File: config.mk
export PLATFORM = sky130hd
export DESIGN_NAME = eth_tx_arbiter
export DESIGN_NICKNAME = d
export VERILOG_FILES = /design/src/rtl/eth_tx_arb_pkg.sv /design/src/rtl/eth_tx_arbiter_rr_pick.sv /design/src/rtl/eth_tx_arbiter.sv
export SDC_FILE = /design/constraint.sdc
export NUM_CORES = 1
export LEC_CHECK = 0
export CAP_MARGIN = 20
export CELL_PAD_IN_SITES_DETAIL_PLACEMENT = 1
export CELL_PAD_IN_SITES_GLOBAL_PLACEMENT = 1
export CORE_MARGIN = 4
export CORE_UTILIZATION = 40
export DETAILED_ROUTE_END_ITERATION = 8
export DONT_BUFFER_PORTS = 1
export PLACE_DENSITY = 0.75
export SYNTH_ARGS = -nofsm -noshare
export SYNTH_HDL_FRONTEND = slang
export SYNTH_SLANG_ARGS = --single-unit
File: constraint.sdc
create_clock -name aclk -period 3.2 [get_ports aclk]
set_clock_uncertainty 0.1 [all_clocks]
set_input_delay 0.48 -clock aclk [delete_from_list [all_inputs] [get_ports aclk]]
set_output_delay 0.48 -clock aclk [all_outputs]
set_load 0.005 [all_outputs]
File: src/rtl/eth_tx_arb_pkg.sv
// Shared types and constants for the Ethernet TX frame arbiter.
package eth_tx_arb_pkg;

   typedef enum logic [1:0] {
      IDLE  = 2'd0,
      XFER  = 2'd1,
      ABORT = 2'd2,
      DRAIN = 2'd3
   } arb_state_t;

   localparam int unsigned FRAME_CNT_W = 16;

endpackage

File: src/rtl/eth_tx_arbiter_rr_pick.sv
// Combinational round-robin search: first requester after 'last', wrapping
// modulo N_PORTS; returns the winner as one-hot and as an index.
module rr_pick #(
   parameter int unsigned N_PORTS = 2
) (
   input  logic [N_PORTS-1:0]         req,
   input  logic [$clog2(N_PORTS)-1:0] last,
   output logic [N_PORTS-1:0]         grant_oh,
   output logic [$clog2(N_PORTS)-1:0] grant_idx
);

   localparam int unsigned IDX_W = $clog2(N_PORTS);

   always_comb begin
      logic             found;
      logic [IDX_W-1:0] idx;
      grant_oh  = '0;
      grant_idx = '0;
      found     = 1'b0;
      idx       = '0;
      for (int unsigned k = 1; k <= N_PORTS; k++) begin
         idx = IDX_W'((32'(last) + k) % N_PORTS);
         if (!found && req[idx]) begin
            found          = 1'b1;
            grant_oh[idx]  = 1'b1;
            grant_idx      = idx;
         end
      end
   end

endmodule

File: src/rtl/eth_tx_arbiter.sv
// Frame-atomic round-robin arbiter sharing one TX AXI-Stream slave between N_PORTS sources.
// Optional stall timeout with abort/drain is built when ETH_TX_ARB_TIMEOUT_EN is defined.
module eth_tx_arbiter
   import eth_tx_arb_pkg::*;
#(
   parameter int unsigned N_PORTS        = 2,
   parameter int unsigned DATA_W         = 8,
   parameter int unsigned TIMEOUT_CYCLES = 1024
) (
   input  logic                         aclk,
   input  logic                         aresetn,
   input  logic [N_PORTS*DATA_W-1:0]    s_axis_tdata,
   input  logic [N_PORTS-1:0]           s_axis_tvalid,
   input  logic [N_PORTS-1:0]           s_axis_tlast,
   input  logic [N_PORTS-1:0]           s_axis_tuser,
   output logic [N_PORTS-1:0]           s_axis_tready,
   output logic [DATA_W-1:0]            m_axis_tdata,
   output logic                         m_axis_tvalid,
   output logic                         m_axis_tlast,
   output logic                         m_axis_tuser,
   input  logic                         m_axis_tready,
   output logic [$clog2(N_PORTS)-1:0]   grant_id,
   output logic                         busy,
   output logic [FRAME_CNT_W-1:0]       frame_count,
   output logic                         timeout_pulse
);

   localparam int unsigned IDX_W = $clog2(N_PORTS);

   if (N_PORTS < 2 || N_PORTS > 8 || TIMEOUT_CYCLES == 0) begin : g_param_check
      $error("eth_tx_arbiter: N_PORTS must be 2..8 and TIMEOUT_CYCLES nonzero");
   end

   arb_state_t             state_q, state_d;
   logic [IDX_W-1:0]       grant_q, grant_d;
   logic [IDX_W-1:0]       last_q, last_d;
   logic [FRAME_CNT_W-1:0] frame_cnt_q, frame_cnt_d;
   logic                   busy_q;

   logic [N_PORTS-1:0]     pick_oh;
   logic [IDX_W-1:0]       pick_idx;

   logic [DATA_W-1:0]      g_data;
   logic                   g_valid;
   logic                   g_last;
   logic                   g_user;

`ifdef ETH_TX_ARB_TIMEOUT_EN
   localparam int unsigned STALL_W = $clog2(TIMEOUT_CYCLES + 1);
   logic [STALL_W-1:0]     stall_q, stall_d;
   logic                   pulse_q, pulse_d;
`endif

   rr_pick #(
      .N_PORTS (N_PORTS)
   ) u_rr_pick (
      .req       (s_axis_tvalid),
      .last      (last_q),
      .grant_oh  (pick_oh),
      .grant_idx (pick_idx)
   );

   // Granted source, selected by the registered grant
   assign g_data  = s_axis_tdata[grant_q*DATA_W +: DATA_W];
   assign g_valid = s_axis_tvalid[grant_q];
   assign g_last  = s_axis_tlast[grant_q];
   assign g_user  = s_axis_tuser[grant_q];

   always_comb begin
      state_d       = state_q;
      grant_d       = grant_q;
      last_d        = last_q;
      frame_cnt_d   = frame_cnt_q;
      m_axis_tdata  = '0;
      m_axis_tvalid = 1'b0;
      m_axis_tlast  = 1'b0;
      m_axis_tuser  = 1'b0;
      s_axis_tready = '0;
`ifdef ETH_TX_ARB_TIMEOUT_EN
      stall_d       = stall_q;
      pulse_d       = 1'b0;
`endif
      unique case (state_q)
         IDLE: begin
            if (|pick_oh) begin
               grant_d = pick_idx;
               state_d = XFER;
            end
         end
         XFER: begin
            m_axis_tdata           = g_data;
            m_axis_tvalid          = g_valid;
            m_axis_tlast           = g_last;
            m_axis_tuser           = g_user;
            s_axis_tready[grant_q] = m_axis_tready;
            if (g_valid && m_axis_tready) begin
`ifdef ETH_TX_ARB_TIMEOUT_EN
               stall_d = '0;
`endif
               if (g_last) begin
                  frame_cnt_d = frame_cnt_q + FRAME_CNT_W'(1);
                  last_d      = grant_q;
                  state_d     = IDLE;
               end
            end
`ifdef ETH_TX_ARB_TIMEOUT_EN
            // Core is ready but the source has gone quiet: count toward abort
            else if (m_axis_tready) begin
               if (stall_q == STALL_W'(TIMEOUT_CYCLES - 1)) begin
                  stall_d = '0;
                  state_d = ABORT;
               end else begin
                  stall_d = stall_q + STALL_W'(1);
               end
            end
`endif
         end
`ifdef ETH_TX_ARB_TIMEOUT_EN
         ABORT: begin
            m_axis_tvalid = 1'b1;
            m_axis_tlast  = 1'b1;
            m_axis_tuser  = 1'b1;
            if (m_axis_tready) begin
               pulse_d = 1'b1;
               state_d = DRAIN;
            end
         end
         DRAIN: begin
            s_axis_tready[grant_q] = 1'b1;
            if (g_valid && g_last) begin
               last_d  = grant_q;
               state_d = IDLE;
            end
         end
`endif
         default: state_d = IDLE;
      endcase
   end

   always_ff @(posedge aclk or negedge aresetn) begin
      if (!aresetn) begin
         state_q     <= IDLE;
         grant_q     <= '0;
         last_q      <= IDX_W'(N_PORTS - 1);
         frame_cnt_q <= '0;
         busy_q      <= 1'b0;
      end else begin
         state_q     <= state_d;
         grant_q     <= grant_d;
         last_q      <= last_d;
         frame_cnt_q <= frame_cnt_d;
         busy_q      <= (state_d != IDLE);
      end
   end

`ifdef ETH_TX_ARB_TIMEOUT_EN
   always_ff @(posedge aclk or negedge aresetn) begin
      if (!aresetn) begin
         stall_q <= '0;
         pulse_q <= 1'b0;
      end else begin
         stall_q <= stall_d;
         pulse_q <= pulse_d;
      end
   end

   assign timeout_pulse = pulse_q;
`else
   assign timeout_pulse = 1'b0;
`endif

   assign grant_id    = grant_q;
   assign busy        = busy_q;
   assign frame_count = frame_cnt_q;

endmodule
==> reports/qor.txt <==
All-Layer GR Usage - 14.45%
clk sinks - 21
Final nets - 133
Seq/Total Area, Yosys - 45.51%
1st-pass router iterations - 2
area occupied by multi-input gates - 604.3 µm²
Synth Area in Compound Gates - 8.000%
most frequent cells in the layout - dfrtp_1, nor2_1, xnor2_1, mux2i_1, nand2_1
commonest non-fill, non-tap cell in the layout - dfrtp_1
Rows - 19
FF-to-FF Start - grant_id
crit-path cells - nand3_2, a21oi_2, nor3b_1, xor2_1
final core utilization - 43.92%
vias per cell - 5.686
fill count - 303
worst vdd ir - 0.0003053 V
period utilisation layout - 69.76%
die area - 3818 µm²
antenna violations before repair - 0
Yosys reg bits - 21
via count - 779
Worst EP arrival - 2.36 ns
postcts setup bufs - 0
Finish-stage setup viols - 0
drt wl/cell - 18.34 µm
cts bufs inserted - 3
outcome - finished, final reports clean
CP required - 3.33 ns
worst hold path endpoint - grant_id
final hold vios - 0
DP HPWL - 1994 µm
Hold Crit Start - s_axis_tvalid[0]
Register Area - 526.8 µm²
I/O pin cnt - 57
CTS HTree Levels - 1
multiplexer share of the synthesized area - 11.46%
min-delay worst type - input port to flop
Core Box Area - 2758 µm²
RSZ-0062 raised after global routing - no
Static Leak - 0.5420 nW
CTS tree - built
Post-Route WL - 2512 µm
synth warn - 0
Slew headroom - 36.74%
R2R Setup Slk - 0.97 ns
CTS resizes - 0
Post-Synth Simple-Gate Area - 19.68%
Max Fclk - 447.9 MHz
first-pass GRT wire length - 4077 µm
xor/xnor share of the synthesized area - 11.35%
PortBufs - 0
cell count after synthesis - 104
Worst-Skew Late Latency - 0.30 ns
pwr dens - 475.7 nW/µm²
Routed Antenna Nets - 0
height of the die - 61.79 µm
largest family of logic cells by synthesized area - simple AND/OR/NAND/NOR gates
hold path cells - 1
Setup crit start kind - flop
Least-Margin Pin Slew - 0.9458 ns
number of distinct library cells after synthesis - 29
Post-CTS Hold Buffers - 1
synthesis-to-layout area growth - 4.649%
Post-Synth Adder-Cell Area - 1.081%
vias in the first global route - 911
total grt overflow - 0
n_diodes - 0
worst-case reg-to-reg path depth - 4
setup tns final - 0 ns
MaxCap Viol Count - 0
largest fanout on the critical path - 18
r2r endpoint - frame_count[5]
gp weighted congestion - 0.7433
CP Class - flop to flop
Crit path largest cell delay - 0.87 ns
Fin Hold WS - 0.1658 ns
crit path time final - 2.232 ns
Critical Path Slowest Stage Cell - dfrtp_1
clock slew at reported path FFs - 0.11 ns
CP endpoint kind - flop
root buffer cell - clkbuf_4
drt initial violations - 20
DR DRC count - 0
largest net degree at the start of global routing - 22
buffer levels on the longest clock path - 2
Syn Std Cell Area - 1157 µm²
share of cells above drive strength 1 - 13.21%
initial core utilization - 41.97%
chip width - 61.79 µm
Slew Viols, Final - 0
syn_area_per_cell - 11.13 µm²
==> critical path: cells and delay by family (launching register included) <==
kind | cells | cell delay (ns)
xor+xnor | 1 | 0.18
flops | 1 | 0.87
compound gates | 1 | 0.42
simple gates | 2 | 0.59
==> worst max path at each step <==
stage,startpoint,endpoint,slack [ns],cells after the start
5_1_grt,grant_id,frame_count[5],0.71,4
3_5_place_dp,grant_id,frame_count[5],0.95,4
2_1_floorplan,grant_id,m_axis_tdata[1],1.47,4
3_3_place_gp,grant_id,frame_count[9],1.06,4
6_report,grant_id,frame_count[5],0.97,4
4_1_cts,grant_id,frame_count[5],0.92,4
==> final cells by class <==
cell class                 instances  share of cell area, %
tap                               31                  3.202
clock inverter                     1                 0.4132
timing repair buffer               1                 0.8264
sequential                        21                  43.49
multi-input combinational         79                  49.90
inverter                           1                 0.3099
clock buffer                       3                  1.860
==> layer usage <==
metal | routed length (µm) | GRT usage, %
met5 | 0 | 0
met4 | 19 | 6.970
met2 | 1304 | 23.32
met3 | 216 | 3.512
met1 | 972 | 18.11
==> cells by family (layout without fill, tap and decap cells) <==
kind of cell,after synthesis,after routing
multiplexers,13,13
adder cells (fa/ha/maj),1,1
other,1,2
XOR/XNOR,15,15
buffers and inverters,5,6
AO/OA/AOI/OAI,7,7
flip-flops,21,21
AND/OR/NAND/NOR,41,41
==> flip-flops by register name, indices dropped and copies added (netlist names) <==
signal	cells
last_q	1
state_q	2
busy	1
grant_id	1
frame_count	16
==> power by group <==
part	switching (mW)	internal, mW
combinational	0.0460	0.0573
clock	0.0793	0.0466
sequential	0.0505	0.296
total	0.176	0.400
==> per-stage QoR <==
stage,cells,area [µm²],power (mW),setup WS (ns)
6_report,137,1211,0.5761,0.9676
2_1_floorplan,105,1161,0.4365,1.470
4_1_cts,137,1211,0.5871,0.9162
5_1_grt,137,1211,0.6210,0.7125
3_5_place_dp,132,1174,0.4535,0.9491
3_3_place_gp,132,1174,0.4443,1.056
==> synth_stat cells <==
cell | instances | share of area [%]
conb_1 | 1 | 0.32
nor3b_1 | 1 | 0.65
nand3b_2 | 1 | 0.97
nand3_2 | 1 | 0.86
buf_6 | 1 | 0.97
dfrtp_1 | 20 | 43
a21oi_2 | 1 | 0.76
xnor2_1 | 12 | 9.1
a2111oi_4 | 2 | 4.8
nand2_1 | 7 | 2.3
a311oi_1 | 2 | 1.5
mux2_2 | 2 | 1.9
nand4_1 | 5 | 2.7
buf_4 | 1 | 0.65
xor2_1 | 3 | 2.3
ha_1 | 1 | 1.1
mux2i_1 | 11 | 9.5
clkbuf_1 | 2 | 0.65
dfstp_2 | 1 | 2.3
nand3b_4 | 1 | 1.7
inv_1 | 1 | 0.32
nand2b_1 | 3 | 1.6
a21oi_1 | 1 | 0.43
nor2_1 | 14 | 4.5
and4_1 | 2 | 1.5
and3_2 | 1 | 0.65
nor3_1 | 1 | 0.43
a31oi_1 | 1 | 0.54
nand3_1 | 4 | 1.7
Power figures use the tool's default switching activity.
